### config.mk
export PLATFORM = sky130hd
export DESIGN_NAME = div_seq_ctrl
export DESIGN_NICKNAME = d
export VERILOG_FILES = /design/src/rtl/div_ctrl_pkg.sv /design/src/rtl/div_rr_arbiter.sv /design/src/rtl/div_seq_ctrl.sv
export SDC_FILE = /design/constraint.sdc
export NUM_CORES = 1
export LEC_CHECK = 0
export BUFFER_PORTS_ARGS = -buffer_cell sky130_fd_sc_hd__buf_2
export CORE_AREA = 4 4 181 183
export CTS_BUF_LIST = sky130_fd_sc_hd__clkbuf_8 sky130_fd_sc_hd__clkbuf_16
export DETAILED_ROUTE_END_ITERATION = 7
export DIE_AREA = 0 0 185 187
export SLEW_MARGIN = 0
export SYNTH_ARGS = -nofsm -noshare
export SYNTH_HDL_FRONTEND = slang
export SYNTH_HIERARCHICAL = 1
export SYNTH_SLANG_ARGS = --single-unit
### constraint.sdc
create_clock -name clock -period 5.3 [get_ports clock]
set_input_delay 0.795 -clock clock [delete_from_list [all_inputs] [get_ports clock]]
set_output_delay 0.795 -clock clock [all_outputs]
set_load 0.005 [all_outputs]
### src/rtl/div_ctrl_pkg.sv
// Shared definitions for the divider sequencer: FSM states and datapath constants.
package div_ctrl_pkg;

  localparam int DIV_W     = 32;
  localparam int DIV_ITERS = 32;

  localparam logic [DIV_W-1:0] DBZ_QUOTIENT = 32'hFFFF_FFFF;

  typedef enum logic [2:0] {
    ST_IDLE,
    ST_LOAD,
    ST_ITER,
    ST_STOP,
    ST_RESP
  } div_state_e;

endpackage

### src/rtl/div_rr_arbiter.sv
// Combinational round-robin pick: first asserted request at or after ptr, wrapping modulo NREQ.
module div_rr_arbiter
  import div_ctrl_pkg::*;
#(
  parameter int NREQ  = 4,
  parameter int IDX_W = 2
) (
  input  logic [NREQ-1:0]  req,
  input  logic [IDX_W-1:0] ptr,
  output logic [NREQ-1:0]  gnt,
  output logic [IDX_W-1:0] gnt_idx,
  output logic             any_gnt
);

  // One extra bit so ptr+i never overflows before the modulo wrap.
  logic [IDX_W:0]   sum;
  logic [IDX_W-1:0] cand;

  // Scan candidates in priority order starting at the pointer.
  always_comb begin
    gnt     = '0;
    gnt_idx = '0;
    any_gnt = 1'b0;
    sum     = '0;
    cand    = '0;
    for (int i = 0; i < NREQ; i++) begin
      sum = {1'b0, ptr} + (IDX_W+1)'(i);
      if (sum >= (IDX_W+1)'(NREQ)) begin
        sum = sum - (IDX_W+1)'(NREQ);
      end
      cand = sum[IDX_W-1:0];
      if (!any_gnt && req[cand]) begin
        any_gnt = 1'b1;
        gnt_idx = cand;
      end
    end
    if (any_gnt) begin
      gnt[gnt_idx] = 1'b1;
    end
  end

endmodule

### src/rtl/div_seq_ctrl.sv
// Sequencer/arbiter sharing one iterative restoring divider among NREQ requesters.
// Optional feature: define DIV_ZERO_BYPASS_EN to answer divide-by-zero requests
// directly (quotient all ones, rest = dividend, rsp_dbz set) without the divider.
module div_seq_ctrl
  import div_ctrl_pkg::*;
#(
  parameter int NREQ  = 4,
  parameter int ID_W  = 2,
  parameter int ITERS = DIV_ITERS
) (
  input  logic                  clock,
  input  logic                  reset,
  input  logic [NREQ-1:0]       req_valid,
  output logic [NREQ-1:0]       req_ready,
  input  logic [NREQ*DIV_W-1:0] req_dividend,
  input  logic [NREQ*DIV_W-1:0] req_divisor,
  output logic                  rsp_valid,
  input  logic                  rsp_ready,
  output logic [ID_W-1:0]       rsp_id,
  output logic [DIV_W-1:0]      rsp_quotient,
  output logic [DIV_W-1:0]      rsp_rest,
  output logic                  rsp_dbz,
  output logic                  busy,
  output logic                  div_start,
  output logic                  div_stop,
  output logic [DIV_W-1:0]      div_dividend,
  output logic [DIV_W-1:0]      div_divisor,
  input  logic [DIV_W-1:0]      div_quotient,
  input  logic [DIV_W-1:0]      div_rest
);

  localparam int IDX_W = $clog2(NREQ);
  localparam int CNT_W = $clog2(ITERS);

  div_state_e       state_q, state_d;
  logic [CNT_W-1:0] cnt_q, cnt_d;
  logic [IDX_W-1:0] ptr_q, ptr_d;
  logic [ID_W-1:0]  id_q, id_d;
  logic [DIV_W-1:0] dividend_q, dividend_d;
  logic [DIV_W-1:0] divisor_q, divisor_d;
  logic             start_q, start_d;
  logic             stop_q, stop_d;
`ifdef DIV_ZERO_BYPASS_EN
  logic             dbz_q, dbz_d;
`endif

  logic [NREQ-1:0]  gnt;
  logic [IDX_W-1:0] gnt_idx;
  logic             any_gnt;
  logic [DIV_W-1:0] sel_dividend, sel_divisor;

  div_rr_arbiter #(
    .NREQ  (NREQ),
    .IDX_W (IDX_W)
  ) u_arb (
    .req     (req_valid),
    .ptr     (ptr_q),
    .gnt     (gnt),
    .gnt_idx (gnt_idx),
    .any_gnt (any_gnt)
  );

  // Grants are only offered while idle; the accept is visible the same cycle.
  assign req_ready = (state_q == ST_IDLE) ? gnt : '0;

  // Pick the granted requester's operands out of the flat buses.
  always_comb begin
    sel_dividend = '0;
    sel_divisor  = '0;
    for (int k = 0; k < NREQ; k++) begin
      if (gnt[k]) begin
        sel_dividend = sel_dividend | req_dividend[k*DIV_W +: DIV_W];
        sel_divisor  = sel_divisor  | req_divisor[k*DIV_W +: DIV_W];
      end
    end
  end

  // Next-state and registered-output computation for the sequencing FSM.
  always_comb begin
    state_d    = state_q;
    cnt_d      = cnt_q;
    ptr_d      = ptr_q;
    id_d       = id_q;
    dividend_d = dividend_q;
    divisor_d  = divisor_q;
    start_d    = 1'b0;
    stop_d     = 1'b0;
`ifdef DIV_ZERO_BYPASS_EN
    dbz_d      = dbz_q;
`endif
    case (state_q)
      ST_IDLE: begin
        if (any_gnt) begin
          dividend_d = sel_dividend;
          divisor_d  = sel_divisor;
          id_d       = ID_W'(gnt_idx);
          ptr_d      = (gnt_idx == IDX_W'(NREQ-1)) ? '0 : gnt_idx + 1'b1;
`ifdef DIV_ZERO_BYPASS_EN
          if (sel_divisor == '0) begin
            state_d = ST_RESP;
            dbz_d   = 1'b1;
          end else begin
            state_d = ST_LOAD;
            start_d = 1'b1;
            dbz_d   = 1'b0;
          end
`else
          state_d = ST_LOAD;
          start_d = 1'b1;
`endif
        end
      end
      ST_LOAD: begin
        cnt_d   = '0;
        state_d = ST_ITER;
      end
      ST_ITER: begin
        if (cnt_q == CNT_W'(ITERS-1)) begin
          state_d = ST_STOP;
          stop_d  = 1'b1;
        end else begin
          cnt_d = cnt_q + 1'b1;
        end
      end
      ST_STOP: begin
        state_d = ST_RESP;
      end
      ST_RESP: begin
        if (rsp_ready) begin
          state_d = ST_IDLE;
        end
      end
      default: begin
        state_d = ST_IDLE;
      end
    endcase
  end

  // State, pointer, operand and pulse registers; reset discards any in-flight op.
  always_ff @(posedge clock or posedge reset) begin
    if (reset) begin
      state_q    <= ST_IDLE;
      cnt_q      <= '0;
      ptr_q      <= '0;
      id_q       <= '0;
      dividend_q <= '0;
      divisor_q  <= '0;
      start_q    <= 1'b0;
      stop_q     <= 1'b0;
`ifdef DIV_ZERO_BYPASS_EN
      dbz_q      <= 1'b0;
`endif
    end else begin
      state_q    <= state_d;
      cnt_q      <= cnt_d;
      ptr_q      <= ptr_d;
      id_q       <= id_d;
      dividend_q <= dividend_d;
      divisor_q  <= divisor_d;
      start_q    <= start_d;
      stop_q     <= stop_d;
`ifdef DIV_ZERO_BYPASS_EN
      dbz_q      <= dbz_d;
`endif
    end
  end

  assign busy         = (state_q != ST_IDLE);
  assign rsp_valid    = (state_q == ST_RESP);
  assign rsp_id       = id_q;
  assign div_start    = start_q;
  assign div_stop     = stop_q;
  // The divider reads the live divisor every iteration, so it comes straight from the register.
  assign div_dividend = dividend_q;
  assign div_divisor  = divisor_q;

`ifdef DIV_ZERO_BYPASS_EN
  assign rsp_quotient = !rsp_valid ? '0 : (dbz_q ? DBZ_QUOTIENT : div_quotient);
  assign rsp_rest     = !rsp_valid ? '0 : (dbz_q ? dividend_q : div_rest);
  assign rsp_dbz      = rsp_valid & dbz_q;
`else
  assign rsp_quotient = rsp_valid ? div_quotient : '0;
  assign rsp_rest     = rsp_valid ? div_rest : '0;
  assign rsp_dbz      = 1'b0;
`endif

endmodule
# ---- Yosys cells after proc, flatten, opt, wreduce, memory -nomap -nowiden
# Cells that the tools add are included.
dict set report totals {
  regBits 78
  latchBits 0
  mem_bits_rw 0
  mem_bits_ro 0
  inputBits 327
  output_inout_bits 139
  wordCells 101
  memories 0
}
dict set report op_classes {
  n_addsub 9
  multipliers 0
  n_div 0
  order_cmp 10
  n_eq_ne 10
  shifts 0
  muxes 45
  bitwise_logic 6
  reduce_logical 13
}
# operator n
set ops {}
lappend ops {{$mux 32} 10}
lappend ops {{$or 32x32->32} 6}
lappend ops {{$mux 2} 9}
lappend ops {{$lt 2x3->1 const B} 5}
lappend ops {{$pmux 3 s5} 1}
lappend ops {{$mux 1} 13}
lappend ops {{$pmux 5 s2} 1}
lappend ops {{$ge 3x3->1 const B} 3}
lappend ops {{$mux 3} 3}
lappend ops {{$bmux 1 s2} 4}
lappend ops {{$mux 4} 2}
lappend ops {{$sub 2x1->2 const B} 4}
lappend ops {{$add 2x2->3 const B} 2}
lappend ops {{$eq 3x2->1 const B} 2}
lappend ops {{$ne 2x2->1 const B} 3}
lappend ops {{$add 5x1->5 const B} 1}
lappend ops {{$eq 5x5->1 const B} 1}
lappend ops {{$mux 5} 1}
lappend ops {{$logic_and 1x1->1} 4}
lappend ops {{$reduce_and 2->1} 2}
lappend ops {{$add 2x1->3 const B} 1}
lappend ops {{$eq 3x1->1 const B} 1}
lappend ops {{$eq 3x3->1 const B} 1}
lappend ops {{$ge 2x3->1 const B} 1}
lappend ops {{other kinds (10)} 12}

# ---- Longest topological paths before layout
dict set report depth {
  depth_word 26
  ltp_mapped 8
  ltp_nobuf 6
}

# ---- Cells and area by module
# The synthesis kept the hierarchy.
# module instances cells_each area_each_um2 seq_area_each_um2
set modules_own_cells {}
lappend modules_own_cells {div_seq_ctrl 1 507 4559.4 1951.9}
lappend modules_own_cells {div_rr_arbiter 1 33 211.5 0.0}

# ---- Worst setup path before layout
# Ideal clock, no wire load.
dict set report synth_path {
  path_type {in2out}
  from {in req_valid[0]}
  to {out req_ready[2]}
  t_arrival_ns 2.073
  t_required_ns 4.505
  setup_slack_ns 2.432
  stages 7
  n_path_buf 3
  path_cell_list {buf_2 > nor2_1 > o21ai_0 > a21boi_0 > clkbuf_1 > clkbuf_1 > and2_1}
}
dict set report synth_between {
  elab_chain_len 18
  word_cells_on_any_way 29
  cone_classes {order compare (2); mux (20); reduce/logical (7)}
}
# element line
set synth_rtl {}
lappend synth_rtl {{start: declaration} div_seq_ctrl.sv:13} ;# input logic [NREQ-1:0] req_valid,
lappend synth_rtl {{$bmux 1 s2} div_rr_arbiter.sv:32} ;# if (!any_gnt && req[cand]) begin
lappend synth_rtl {{$mux 1 (implied by the code)} div_rr_arbiter.sv:32}
lappend synth_rtl {{$mux 1} div_rr_arbiter.sv:32}
lappend synth_rtl {{$logic_not 1->1} div_rr_arbiter.sv:32}
lappend synth_rtl {{$logic_and 1x1->1} div_rr_arbiter.sv:32}
lappend synth_rtl {{$mux 1} div_rr_arbiter.sv:32}
lappend synth_rtl {{$logic_not 1->1} div_rr_arbiter.sv:32}
lappend synth_rtl {{$logic_and 1x1->1} div_rr_arbiter.sv:32}
lappend synth_rtl {{(+3 left out)} n/a}
lappend synth_rtl {{$mux 2} div_rr_arbiter.sv:32}
lappend synth_rtl {{$lt 2x3->1 (implied by the code) or $ge 2x1->1 (tied branches)} div_rr_arbiter.sv:38} ;# gnt[gnt_idx] = 1'b1;
lappend synth_rtl {{$logic_and 1x1->1 (implied by the code)} div_rr_arbiter.sv:38}
lappend synth_rtl {{$mux 1 (implied by the code)} div_rr_arbiter.sv:38}
lappend synth_rtl {{$demux 1 s2} n/a}
lappend synth_rtl {{$mux 4 *} div_rr_arbiter.sv:37} ;# if (any_gnt) begin
lappend synth_rtl {{via gnt[2]} div_seq_ctrl.sv:47} ;# logic [NREQ-1:0] gnt;
lappend synth_rtl {{$mux 4 *} div_seq_ctrl.sv:64} ;# assign req_ready = (state_q == ST_IDLE) ? gnt : '0;
lappend synth_rtl {{end: declaration} div_seq_ctrl.sv:14} ;# output logic [NREQ-1:0] req_ready,
# Mark *: on every way through the listed nets, which the timed path passes. The rest lies on a longest branch. The select of a mux whose other input is x is not followed.

# ---- Final worst setup path
# Ends and elaborated chain as after synthesis.

==> results by group <==
GRT
  • Gr ovfl total: 0
  • Antenna violations before repair: 2
  • Overall routing resource usage: between 10% and 20%
  • Via count of the first global-routing pass: 6,097
  • Largest net degree at the start of global routing: 76
  • First-pass GRT wire length: 35.0 mm

Critical path
  • Worst setup SP type: input pin
  • Worst path max stage delay: 0.80 ns
  • Data arrival time of the critical path: roughly 2.5 ns
  • R2R Path Start: ptr_q[1]$_DFFE_PP0P_
  • CP endpoint kind: output pin
  • CP most frequent cell: buf_2
  • Setup crit start: req_valid[0]
  • WS Path Type: input pin to output pin
  • Worst endpoint required time: between 4 and 5 ns
  • Crit path max-delay cell type: a21boi_4
  • Crit-path cells: buf_2 > nor2_1 > o21ai_0 > a21boi_4 > and2_1 > buf_2
  • CP Max Fanout: 28

Job
  • Number of max-cap violations: 0

Cells and area
  • Fin util: 24.7%
  • Area Overhead vs Synth: 61.4%
  • Share of cells above drive strength 1: 52.0%
  • Seq. cell area: ~2000 um2
  • Final Net Count: 1,288
  • Area of the multi-input gates: between 2000 and 3000 um2
  • Filler cell count in the final layout: 3,487

Timing
  • Layout Skew: 0.0133 ns
  • Setup TNS: 0 ns
  • Final Hold Vio Count: 0
  • Fin Hold WS: 0.511 ns
  • Slew headroom: 26.8%
  • Crit share post-route: between 60% and 70%
  • RSZ-0062 raised after global routing: false
  • Fmax: 308 MHz
  • Final setup violation count: 0
  • Worst-margin pin slew: 1.10 ns
  • Max-slew violations: 0
  • Min Tclk post-route: 3.24 ns

Route
  • Post-route ant nets: 0
  • DR pass1 iterations: 4
  • Routed vias/inst: 4.50
  • Vias: 6,153
  • DRT Wirelength: 24.3 mm
  • DR WL/cell: 17.8 um
  • Iteration-0 DRC Markers: ~220
  • DRC: 0

Clock network
  • Number of buffers created by CTS: 9
  • Clock tree buffer depth: 2
  • Root Driver: clkbuf_16
  • CTS tree: built
  • Clock latency on the worst-skew pair: 0.35 ns
  • CTS Sinks: between 70 and 80
  • Hold Buf Count CTS: 0
  • Post-CTS Repair Setup Buffers: 0
  • # resized after CTS: 0
  • Worst-path clk slew: 0.07 ns
  • H-tree depth: 3

Synth
  • Synth top area cells: dfrtp_1, a22oi_1, and3_1
  • Post-synthesis sequential area ratio: 40.9%
  • Dominant cell type by area after synthesis: dfrtp_1
  • Syn_nets: 870
  • Post-synthesis instance area: 4770 um2
  • Cell count after synthesis: 540
  • Top_reg_cell synth: dfrtp_1
  • Asr flop ratio synth: 100%
  • Most frequent cell after synthesis: a22oi_1
  • Synth Register Bits: approximately 80
  • Count of cell types in the netlist: 39
  • Syn Area/Cell: a little under 9 um2
  • Syn. warnings: 6
  • Post-synth top area share: 40.9%
  • Post-synth EDFFs: 0
  • List of most frequent post-synthesis cells: a22oi_1, dfrtp_1, nor2_1

Floorplan
  • IO Pins: 466
  • Die Y: roughly 190 um
  • Cell Rows: 65
  • Die Wd: 185 um
  • Total die area: ~35,000 um2
  • Core Box Area: 31,200 um2
  • Initial core utilization: 15.3%

Place
  • Final Wtd Congestion: 0.804
  • Post-detail-place hpwl: 19.3 mm
  • IO Port Bufs: ~460

Min path
  • Worst hold path class: input pin to asynchronous set/reset pin

Power
  • Total leakage power: roughly 4 nW
  • VDD IR max: 0.203 mV
  • Pwr Density: 488 nW/um2

Status
  • Status: complete, no violations
-- stage by stage --
step                      power [mW]  cell area, um2  std cells  setup slack (ns)
after floorplan                 2.33            4770        540              2.43
after global placement          3.11            7390       1349              1.94
after detailed placement        3.16            7390       1349              2.01
after CTS                       3.84            7690       1365              2.01
after global routing            4.12            7700       1367              1.82
final                           3.76            7700       1367              2.06
-- per-layer routing --
metal	up-vias	GRT usage [%]	part of all wire [%]
met5	-	0	0
met4	0	3.50	1.5
met3	20	3.85	8.9
met2	320	23.4	51
met1	2895	14.9	39
li1	2918	-	-
-- placed cells by master (no fill, tap or decap), types with 3 or more instances in the layout --
| cell type | n |
|---|---|
| buf_2 | 464 |
| dfrtp_1 | 77 |
| a21oi_1 | 5 |
| and2_1 | 4 |
| nand2_1 | 3 |
| ha_1 | 3 |
| inv_1 | 7 |
| nor2_1 | 72 |
| and3_1 | 65 |
| a22oi_1 | 130 |
| clkinv_2 | 4 |
| o2bb2ai_1 | 4 |
| a31oi_1 | 64 |
| o21ai_0 | 5 |
| nand2b_1 | 3 |
| mux2_2 | 4 |
| buf_4 | 7 |
| clkbuf_16 | 9 |
| mux2i_1 | 3 |
-- report_power, final --
group	total [mW]	internal (mW)	switching, mW
logic	1.94	0.826	1.12
registers	1.17	0.907	0.258
clock network	0.649	0.377	0.272
-- critical path: cells and delay by family --
family / cells / cell delay, ns
AND/OR/NAND/NOR: 2 / 0.42
AO/OA/AOI/OAI: 2 / 0.96
buffers and inverters: 2 / 0.28
-- sequential cells by signal (all words and copies together) (netlist names) --
| register | count |
|---|---|
| cnt_q | 5 |
| div_dividend | 32 |
| div_divisor | 32 |
| div_start | 1 |
| div_stop | 1 |
| ptr_q | 2 |
| rsp_id | 2 |
| state_q | 3 |
-- layout make-up --
cell class                      instances  area share, %
Inverter                                8          0.406
Clock buffer                           10           3.10
Clock inverter                          6          0.796
Tap cell                              402           6.53
Antenna cell                            2         0.0650
Timing Repair Buffer                  471           30.8
Sequential cell                        78           25.4
Multi-Input combinational cell        390           32.9
-- final timing paths --
kind	slack (ns)	to	cells after the start
max	2.06	req_ready[2]	6
min in group clock	0.52	rsp_id[0]$_DFFE_PP0P_	1
min	0.51	div_dividend[17]$_DFFE_PP0P_	2
min reg2reg	0.52	rsp_id[0]$_DFFE_PP0P_	1
max reg2reg	2.62	div_divisor[21]$_DFFE_PP0P_	6
max in group asynchronous	3.68	div_divisor[13]$_DFFE_PP0P_	3
-- cell families after synthesis --
logic type | synth area share (%)
adders and majority gates | 0.787
AOI/OAI and AO/OA | 32.6
and+or+nand+nor | 17.4
DFF | 40.9
xor gates and xnor gates | 0.184
buffers and inverters | 6.43
muxes | 1.57
other | 0.0786
No activity file was read; power rests on OpenSTA's default activity.
